File: config.mk
export PLATFORM = sky130hd
export DESIGN_NAME = btn_conditioner
export DESIGN_NICKNAME = d
export VERILOG_FILES = /design/src/rtl/btn_conditioner.sv
export SDC_FILE = /design/constraint.sdc
export NUM_CORES = 1
export LEC_CHECK = 0
export ABC_AREA = 1
export ABC_CLOCK_PERIOD_IN_PS = 2950
export BUFFER_PORTS_ARGS = -buffer_cell sky130_fd_sc_hd__buf_4
export CORE_ASPECT_RATIO = 1.5
export CORE_MARGIN = 10
export CORE_UTILIZATION = 40
export DETAILED_ROUTE_END_ITERATION = 10
export GPL_TIMING_DRIVEN = 0
export MAX_ROUTING_LAYER = met4
export PLACE_DENSITY = 0.62
export SETUP_SLACK_MARGIN = 0.5
export SLEW_MARGIN = 15
export SYNTH_ARGS = -nofsm -noshare
export SYNTH_HDL_FRONTEND = slang
export SYNTH_SLANG_ARGS = --single-unit
File: constraint.sdc
create_clock -name clk -period 2.95 [get_ports clk]
set_clock_uncertainty 0.15 [all_clocks]
set_input_delay 0.59 -clock clk [delete_from_list [all_inputs] [get_ports clk]]
set_output_delay 0.59 -clock clk [all_outputs]
set_load 0.01 [all_outputs]
File: src/rtl/btn_conditioner.sv
// -----------------------------------------------------------------------------
// btn_conditioner
//   N-channel push-button conditioner. Each channel has a 2-FF synchroniser,
//   a debouncer, one-cycle press/release pulses and an optional auto-repeat
//   generator. Channels are fully independent. All outputs are registered.
//
// Ports
//   clk        in   1      system clock
//   reset      in   1      synchronous, active-high reset
//   btn_in     in   N_BTN  raw asynchronous button inputs, active-high
//   level      out  N_BTN  debounced button state
//   press      out  N_BTN  1-cycle pulse when level first shows 1
//   release_p  out  N_BTN  1-cycle pulse when level first shows 0
//   rpt        out  N_BTN  1-cycle auto-repeat pulse while held (enabled channels)
//   step       out  N_BTN  press | rpt
// -----------------------------------------------------------------------------
module btn_conditioner #(
  parameter int unsigned      N_BTN           = 3,
  parameter int unsigned      DEBOUNCE_CYCLES = 500000,
  parameter int unsigned      REPEAT_DELAY    = 25000000,
  parameter int unsigned      REPEAT_RATE     = 5000000,
  parameter logic [N_BTN-1:0] REPEAT_MASK     = 3'b011,
  parameter int unsigned      CNT_W           = 26
) (
  input  logic             clk,
  input  logic             reset,
  input  logic [N_BTN-1:0] btn_in,
  output logic [N_BTN-1:0] level,
  output logic [N_BTN-1:0] press,
  output logic [N_BTN-1:0] release_p,
  output logic [N_BTN-1:0] rpt,
  output logic [N_BTN-1:0] step
);

  typedef enum logic [1:0] {
    REL = 2'd0,
    DLY = 2'd1,
    RPT = 2'd2
  } rp_state_e;

  localparam logic [CNT_W-1:0] DB_LAST  = CNT_W'(DEBOUNCE_CYCLES - 1);
  localparam logic [CNT_W-1:0] DLY_LAST = CNT_W'(REPEAT_DELAY - 1);
  localparam logic [CNT_W-1:0] RPT_LAST = CNT_W'(REPEAT_RATE - 1);

  for (genvar i = 0; i < N_BTN; i++) begin : g_ch
    logic [1:0]       sync_q, sync_d;
    logic             sync_i;
    logic [CNT_W-1:0] db_cnt_q, db_cnt_d;
    logic             level_q, level_d;
    logic             press_q, press_d;
    logic             rel_q, rel_d;
    logic             rpt_q, rpt_d;
    logic             step_q, step_d;
    rp_state_e        st_q, st_d;
    logic [CNT_W-1:0] rp_cnt_q, rp_cnt_d;

    // Two-stage synchroniser; nothing else looks at btn_in.
    assign sync_d = {sync_q[0], btn_in[i]};
    assign sync_i = sync_q[1];

    // Debounce: count consecutive cycles where the synchronised input
    // disagrees with the accepted level; accept the change on the last one.
    // NOTE: every always_comb output gets a default first so no latch is inferred.
    always_comb begin
      db_cnt_d = '0;
      level_d  = level_q;
      press_d  = 1'b0;
      rel_d    = 1'b0;
      if (sync_i != level_q) begin
        if (db_cnt_q == DB_LAST) begin
          level_d = ~level_q;
          press_d = ~level_q;
          rel_d   = level_q;
        end else begin
          db_cnt_d = db_cnt_q + 1'b1;
        end
      end
    end

    // Repeat FSM. It follows the *next* level so that it enters DLY on the
    // same edge that raises press, and a release landing on a due repeat
    // wins (no rpt that cycle).
    always_comb begin
      st_d     = st_q;
      rp_cnt_d = rp_cnt_q;
      rpt_d    = 1'b0;
      if (!REPEAT_MASK[i] || !level_d) begin
        st_d     = REL;
        rp_cnt_d = '0;
      end else begin
        unique case (st_q)
          REL: begin
            if (press_d) begin
              st_d     = DLY;
              rp_cnt_d = '0;
            end
          end
          DLY: begin
            if (rp_cnt_q == DLY_LAST) begin
              rpt_d    = 1'b1;
              rp_cnt_d = '0;
              st_d     = RPT;
            end else begin
              rp_cnt_d = rp_cnt_q + 1'b1;
            end
          end
          RPT: begin
            if (rp_cnt_q == RPT_LAST) begin
              rpt_d    = 1'b1;
              rp_cnt_d = '0;
            end else begin
              rp_cnt_d = rp_cnt_q + 1'b1;
            end
          end
          default: begin
            st_d     = REL;
            rp_cnt_d = '0;
          end
        endcase
      end
    end

    assign step_d = press_d | rpt_d;

    // NOTE: sequential state uses non-blocking assignments only.
    always_ff @(posedge clk) begin
      if (reset) begin
        sync_q   <= '0;
        db_cnt_q <= '0;
        level_q  <= 1'b0;
        press_q  <= 1'b0;
        rel_q    <= 1'b0;
        rpt_q    <= 1'b0;
        step_q   <= 1'b0;
        st_q     <= REL;
        rp_cnt_q <= '0;
      end else begin
        sync_q   <= sync_d;
        db_cnt_q <= db_cnt_d;
        level_q  <= level_d;
        press_q  <= press_d;
        rel_q    <= rel_d;
        rpt_q    <= rpt_d;
        step_q   <= step_d;
        st_q     <= st_d;
        rp_cnt_q <= rp_cnt_d;
      end
    end

    assign level[i]     = level_q;
    assign press[i]     = press_q;
    assign release_p[i] = rel_q;
    assign rpt[i]       = rpt_q;
    assign step[i]      = step_q;
  end

endmodule
==> reports/results.md, run 1 <==
Cells and area
- 0.0897 — share of post-route cells with drive strength above 1
- 1819 — final instance count without filler cells
- 0.0103 mm2 — final design area excluding fillers
- 1545 — layout net count
- 0.451 — post-layout utilization of the core
- 11.8% — synth-to-layout area growth
- 0 — antenna diode count

STA
- 0.629 ns — transition at the pin with the smallest max-transition slack
- 0.210 ns — worst hold slack
- 0.705 ns — final critical-path setup slack
- 445 MHz — fmax
- 0.761 — Period Utilization, post-route
- no — RSZ-0062 raised after global routing
- 0 — final count of pins violating max slew
- 0.579 — max_slew headroom
- 2.24 ns — crit path time final
- 0 ns — setup TNS
- 0 — number of endpoints with negative hold slack in the final report
- 0 — final setup fails

Critical path
- ha_2, nand2_2, nor2_4, nand3_2, nor2_4, nand4_2, nand2_4, inv_2, buf_2, nand2_1, a21oi_2 — CP cell instances
- 3.13 ns — data required time at the worst endpoint
- 2.42 ns — crit path DAT
- 0.45 ns — stage delay of the slowest cell on the critical path
- 0.71 ns — Register-to-Register Setup Slack
- 2 — Worst Path Buf+Inv
- dfxtp_1 — library cell contributing the largest single delay on the critical path
- nor2_4 — cell with the most instances on the worst path
- flop — kind of start point of the critical path
- reg2reg — type of the worst setup path
- simple AND/OR/NAND/NOR gates — top cell family by delay on the critical path
- 10 — Max FO, Critical Path
- flop — endpoint kind of the worst setup timing path

Logic synthesis
- dfxtp_1, nand2_1, nor2_1 — top cells by area, synth
- 0.332 — fraction of synthesized cell area taken by the top area cell type
- 1490 — Syn Inst Count
- 1508 — post-synthesis net count
- 46 — count of unique library cells instantiated by Yosys
- 0.00924 mm2 — post-synthesis instance area
- 0 — number of synthesized flops with an enable pin
- 0.332 — part of the Yosys area used for sequential elements
- 0 — Synth warnings
- dfxtp_1 — Primary FF master, synth
- dfxtp_1 — cell accounting for the most synthesized area
- 0 — proportion of register bits with asynchronous set or reset after synthesis
- 153 — count of state elements after synthesis
- 6.20 um2 — average size of a mapped cell

Die
- 0.404 — initial core utilization
- 20 — I/O pins
- 206 um — die span in y
- 68 — Placement Rows
- 144 um — Horiz. Die Dim
- 0.0229 mm2 — core box area
- 0.0297 mm2 — area of the die

Route
- 0 — number of remaining DRC errors
- 13.6 um — routed len/inst
- 5 — iteration count of the initial detailed-routing pass
- 24800 um — Routed WL
- 9154 — total via count in the routed design
- 565 — initial drt markers
- 5.03 — via density per instance
- 0 — Routed Antenna Nets

Clocking
- 153 — Num Clock Sinks
- 0.06 ns — clock-pin slew reported for the worst setup and hold paths after clock tree synthesis
- 2 — maximum clock path buffer count
- 0 — CTS Hold Bufs
- 0 — post-CTS setup buffers
- 4 — CTS H-tree depth
- yes — CTS tree
- 17 — number of CTS-inserted buffers
- clkbuf_16 — Root Driver
- 0.44 ns — Clk Latency, worst-skew pair

Global route
- 0 — number of antenna violations at the first check in global routing
- 8651 — via count of the first global-routing pass
- 0 — remaining global-route overflow
- 40900 um — global-route wire length before repair
- 17 — pin count of the biggest net entering global routing
- 0.176 — GRT Overall Usage

Power
- 0.000435 V — Peak supply drop
- 3.67 nW — leakage power total
- 418 mW/mm2 — power density over cell area
- 4.32 mW — power consumption

Place
- 0.970 — Final GP Congestion
- 19200 um — dpl hpwl
- 0.00972 mm2 — Area after DPL
- 18 — total of buffers placed on input and output ports
- 1788 — placed cell count
- 0.572 ns — worst slack at placement

Job
- 0 — max-cap check violation count

Min path
- in2reg — type of the worst min-delay path

Status
- finished clean — result of the run

path summary, 6_finish.rpt:
path,start,to,cells past startpoint
worst max-delay path,g_ch[0].db_cnt_q[0]$_SDFF_PP0_,g_ch[0].rp_cnt_q[11]$_SDFFE_PP0P_,11
worst min-delay path,reset,g_ch[0].rel_q$_SDFF_PP0_,2
worst max register to register,g_ch[0].db_cnt_q[0]$_SDFF_PP0_,g_ch[0].rp_cnt_q[11]$_SDFFE_PP0P_,11
worst min register to register,g_ch[1].sync_q[0]$_SDFF_PP0_,g_ch[1].sync_q[1]$_SDFF_PP0_,2
cells in the final DEF (no fill, tap or decap), types with 11 or more instances in the layout:
master / n
nand2_1: 403
nor2_1: 239
inv_1: 191
dfxtp_1: 153
nand3_1: 145
a21oi_1: 82
nor3_1: 41
nand4_1: 38
buf_4: 38
o21ai_0: 21
xor2_1: 18
clkbuf_16: 17
clkbuf_1: 12
buf_2: 11
ha_1: 11
area by class of cell:
type / instances / area [um2]
Tap cell: 280 / 350
Clock inverter: 9 / 114
Fill cell: 2432 / 12600
Multi-Input combinational cell: 1092 / 5170
Inverter: 200 / 753
Timing Repair Buffer: 18 / 135
Buffer: 45 / 274
Sequential cell: 153 / 3060
Clock buffer: 22 / 474
sequential cells by signal, indices dropped and copies added, names as in the netlist, 3 cells and up:
signal and cells:
g_ch.rp_cnt_q 52, g_ch.sync_q 6, g_ch.rel_q 3, g_ch.level_q 3, g_ch.db_cnt_q 78, g_ch.step_q 3, g_ch.st_q 4
synth_stat cells, types with 2 or more instances:
cell / count
a2111oi_0: 2
a21oi_1: 82
a21oi_2: 10
a31oi_1: 4
and3_1: 2
buf_2: 11
buf_4: 20
buf_6: 2
clkbuf_1: 10
dfxtp_1: 153
ha_1: 13
inv_1: 191
inv_2: 7
nand2_1: 403
nand2_2: 3
nand2_4: 3
nand3_1: 145
nand3_2: 5
nand3b_1: 3
nand4_1: 38
nand4_2: 2
nor2_1: 239
nor2_2: 6
nor2_4: 5
nor3_1: 41
nor3_2: 3
nor3b_1: 4
nor4_1: 10
o21ai_0: 21
o21ai_1: 2
o21bai_1: 4
o22ai_1: 2
or2_2: 9
xnor2_1: 6
xor2_1: 18
what timing repair did:
action,CTS,global route
hold endpoints to repair,0,0
resized for setup,0,4
setup endpoints to repair,0,37
kinds of logic after synthesis:
logic type | Yosys count | synth area share
AO/OA/AOI/OAI | 129 | 0.0773
XOR/XNOR | 24 | 0.0228
adder cells (fa/ha/maj) | 13 | 0.0176
buffers and inverters | 245 | 0.111
flip-flops | 153 | 0.332
other | 1 | 0.000406
AND/OR/NAND/NOR | 925 | 0.439
power breakdown:
group | switching [mW] | internal [mW]
Sequential | 0.00387 | 2.07
Clock | 0.898 | 1.32
Combinational | 0.0212 | 0.0101
layer usage:
metal  routed length, um  vias to the layer above  global-route usage
li1                    -                     4817                   -
met1               10000                     4089               0.181
met2               12900                      186               0.316
met3                 893                       62              0.0255
met4                 954                        0              0.0918
met5                   0                        -                   -
(Power assumes the default switching activity.)
==> run 2: changes to the inputs <==
--- a/config.mk
+++ b/config.mk
@@ -5,8 +5,8 @@
 export SDC_FILE = /design/constraint.sdc
 export NUM_CORES = 1
 export LEC_CHECK = 0
-export ABC_AREA = 1
-export ABC_CLOCK_PERIOD_IN_PS = 2950
+export ABC_AREA = 0
+export ABC_CLOCK_PERIOD_IN_PS = 2200
 export BUFFER_PORTS_ARGS = -buffer_cell sky130_fd_sc_hd__buf_4
 export CORE_ASPECT_RATIO = 1.5
 export CORE_MARGIN = 10
==> constraint.sdc (replaced) <==
create_clock -name clk -period 2.2 [get_ports clk]
set_clock_uncertainty 0.15 [all_clocks]
set_input_delay 0.44 -clock clk [delete_from_list [all_inputs] [get_ports clk]]
set_output_delay 0.44 -clock clk [all_outputs]
set_load 0.01 [all_outputs]
==> run 2 against run 1 <==
  * The run now ends with negative setup slack left
  * First-iteration DRC count down 16%
  * Sequential share of layout area down 2.9 points
  * Count of clock-buffer cells in the layout unchanged
  * Global-route usage down 0.38 points
  * Synthesized cell count down 39%
  * Final cell count down 26%
  * Sequential power up 34%
  * Area after synthesis down 19%
  * Critical endpoint is now g_ch[0].rp_cnt_q[19]$_SDFFE_PP0P_
  * Total power up 33%
  * Non-clock buffer count up 133
  * Via count down 18%
  * Routed wire length down 9.2%
==> reports/results.md, run 2 <==
Cells and area
- 57.4% — synth-to-layout area growth
- 0.00316 mm2 — total area of sequential cells, +3.3%
- 0 — antenna diode count, unchanged
- 0.640 — post-layout utilization of the core, +0.188
- 78 — flip-flop count of the largest register, all copies and words added, unchanged
- g_ch.db_cnt_q — Largest Register
- buf_4, dfxtp_1, nand2_1 — leading cell types in the layout, fill and taps excluded
- buf_4 — most common cell after layout, fill and taps aside
- 0.457 — share of post-route cells with drive strength above 1, +0.367
- 1472 — Layout fillers, -39%
- 0.00567 mm2 — Multi-input gate area, +9.8%
- 1101 — layout net count, -29%
- g_ch.db_cnt_q x78, g_ch.rp_cnt_q x52, g_ch.sync_q x6 — registers with the most flip-flops

Route
- 22500 um — Routed WL, -9.2%
- 5 — iteration count of the initial detailed-routing pass, unchanged
- 477 — initial drt markers, -16%
- 0 — Routed Antenna Nets, unchanged
- 0 — number of remaining DRC errors, unchanged
- 5.58 — via density per instance, +11%
- 7509 — total via count in the routed design, -18%
- 16.7 um — routed len/inst, +23%

Logic synthesis
- 933 — post-synthesis net count, -38%
- 153 — count of state elements after synthesis, unchanged
- dfxtp_1 — most frequently used cell type in the post-synthesis netlist
- 0.408 — fraction of synthesized cell area taken by the top area cell type, +0.0764
- dfxtp_1 — Primary FF master, synth
- 8.20 um2 — average size of a mapped cell, +32%
- 915 — Syn Inst Count, -39%
- 0.00751 mm2 — post-synthesis instance area, -19%
- dfxtp_1 — cell accounting for the most synthesized area
- 0 — number of synthesized flops with an enable pin, unchanged
- 0.408 — part of the Yosys area used for sequential elements, +0.0764
- 63 — count of unique library cells instantiated by Yosys, +37%
- 0 — Synth warnings, unchanged
- dfxtp_1, nor2_1, nand2_1 — top cells by area, synth
- 0 — proportion of register bits with asynchronous set or reset after synthesis, unchanged
- dfxtp_1, nor2_1, nand2_1 — ranking of synthesized cells by instance count

Critical path
- 2.87 ns — crit path DAT, +0.45 ns
- 7 — path depth of the worst reg2reg path, -4
- reg2reg — type of the worst setup path
- 2.37 ns — data required time at the worst endpoint, -0.76 ns
- flop — kind of start point of the critical path
- flop — endpoint kind of the worst setup timing path
- 7 — Max FO, Critical Path, -3

Power
- 487 mW/mm2 — power density over cell area, +16%
- 0.000581 V — Peak supply drop, +34%
- 4.10 nW — leakage power total, +12%
- 5.76 mW — power consumption, +33%

Clocking
- yes — CTS tree
- 0.07 ns — clock-pin slew reported for the worst setup and hold paths after clock tree synthesis, about the same
- 153 — Num Clock Sinks, unchanged
- 17 — number of CTS-inserted buffers, unchanged
- 0.43 ns — Clk Latency, worst-skew pair, about the same
- 0 — CTS Hold Bufs, unchanged
- 4 — CTS H-tree depth, unchanged
- clkbuf_16 — Root Driver
- 2 — maximum clock path buffer count, unchanged

Global route
- 17 — pin count of the biggest net entering global routing, unchanged
- 7224 — via count of the first global-routing pass, -16%
- 0 — number of antenna violations at the first check in global routing, unchanged
- 0 — remaining global-route overflow, unchanged
- 35100 um — global-route wire length before repair, -14%
- 0.172 — GRT Overall Usage, -0.00375

STA
- 0.782 ns — transition at the pin with the smallest max-transition slack, +0.153 ns
- 0.478 — max_slew headroom, -0.101
- 1.23 — Period Utilization, post-route, +0.467
- 70 — final setup fails, +70
- -0.501 ns — final critical-path setup slack, -1.21 ns
- 370 MHz — fmax, -17%
- 0 — final count of pins violating max slew, unchanged
- 0 — number of endpoints with negative hold slack in the final report, unchanged
- yes — RSZ-0062 raised after global routing
- 2.70 ns — crit path time final, +0.456 ns

Status
- negative setup slack — failing checks
- complete, but fails checks — result of the run

Place
- 18 — total of buffers placed on input and output ports, unchanged
- 12900 um — dpl hpwl, -33%
- -0.651 ns — worst slack at placement, -1.22 ns
- 0.901 — Final GP Congestion, -7.1%

Job
- 0 — max-cap check violation count, unchanged

Die
- 0.0185 mm2 — core box area, -19%
- 0.0248 mm2 — area of the die, -17%
- 61 — Placement Rows, -10%
- 132 um — Horiz. Die Dim, -8.5%
- 188 um — die span in y, -8.9%
- 0.406 — initial core utilization, +0.00288
- 20 — I/O pins, unchanged

Min path
- in2reg — type of the worst min-delay path
- 2 — number of cells traversed by the worst hold path, unchanged

[run 2: path summary, 6_finish.rpt]
check                                   start                           endpoint  slack (ns)
min reg2reg      g_ch[0].sync_q[0]$_SDFF_PP0_       g_ch[0].sync_q[1]$_SDFF_PP0_        0.32
min                                 btn_in[0]       g_ch[0].sync_q[0]$_SDFF_PP0_        0.07
max reg2reg  g_ch[0].rp_cnt_q[7]$_SDFFE_PP0P_  g_ch[0].rp_cnt_q[19]$_SDFFE_PP0P_       -0.50
max          g_ch[0].rp_cnt_q[7]$_SDFFE_PP0P_  g_ch[0].rp_cnt_q[19]$_SDFFE_PP0P_       -0.50
[run 2: final cells by class]
type / instances / share of cell area
multi-input cells: 689 / 0.480
flip-flops and latches: 153 / 0.268
repair buffers: 149 / 0.119
plain buffers: 47 / 0.0504
clock buffers: 22 / 0.0401
well taps: 252 / 0.0267
inverters: 26 / 0.00847
clock inverters: 8 / 0.00815
[run 2: worst max-delay path, cell delays in order, from the launching register on]
cell and delay, ns:
dfxtp_4 0.35, or4_4 0.50, or4_4 0.43, o41a_1 0.40, o211ai_2 0.22, buf_6 0.17
nor3_1 0.06, o31a_1 0.30
[run 2: per-layer routing]
metal	wire, um	track usage	share of wire	up-vias
li1	-	-	-	3609
met1	9070	0.188	0.40	3657
met2	12000	0.308	0.53	171
met3	636	0.0297	0.028	72
met4	781	0.0597	0.035	0
met5	0	-	0	-
[run 2: report_power, final]
part / internal (mW) / switching, mW
logic: 0.0429 / 0.0488
clock network: 1.74 / 1.16
registers: 2.76 / 0.00605
[run 2: cell families after synthesis]
kind of cell | synth area share
adders and majority gates | 0.0217
buffers and inverters | 0.0462
other | 0.000500
and+or+nand+nor | 0.324
muxes | 0.00550
DFF | 0.408
AOI/OAI and AO/OA | 0.115
xor gates and xnor gates | 0.0793
[run 2: metrics by stage]
stage	hold WS, ns	std cells	setup TNS (ns)	cell area, um2
final	0.0731	1346	-17.40	11800
after global routing	0.0700	1346	-23.82	11800
after CTS	0.0729	1308	-15.95	10900
after detailed placement	0.299	1185	-26.62	8560
after global placement	0.293	1185	-26.98	8560
after floorplan	0.264	915	-7.26	8110
[run 2: timing repair]
action                     4_1_cts  5_1_grt
setup endpoints to repair      145      146
gates resized for setup        216      176
pin swaps                       79       68
buffers inserted                80       38
gates cloned                    13        0
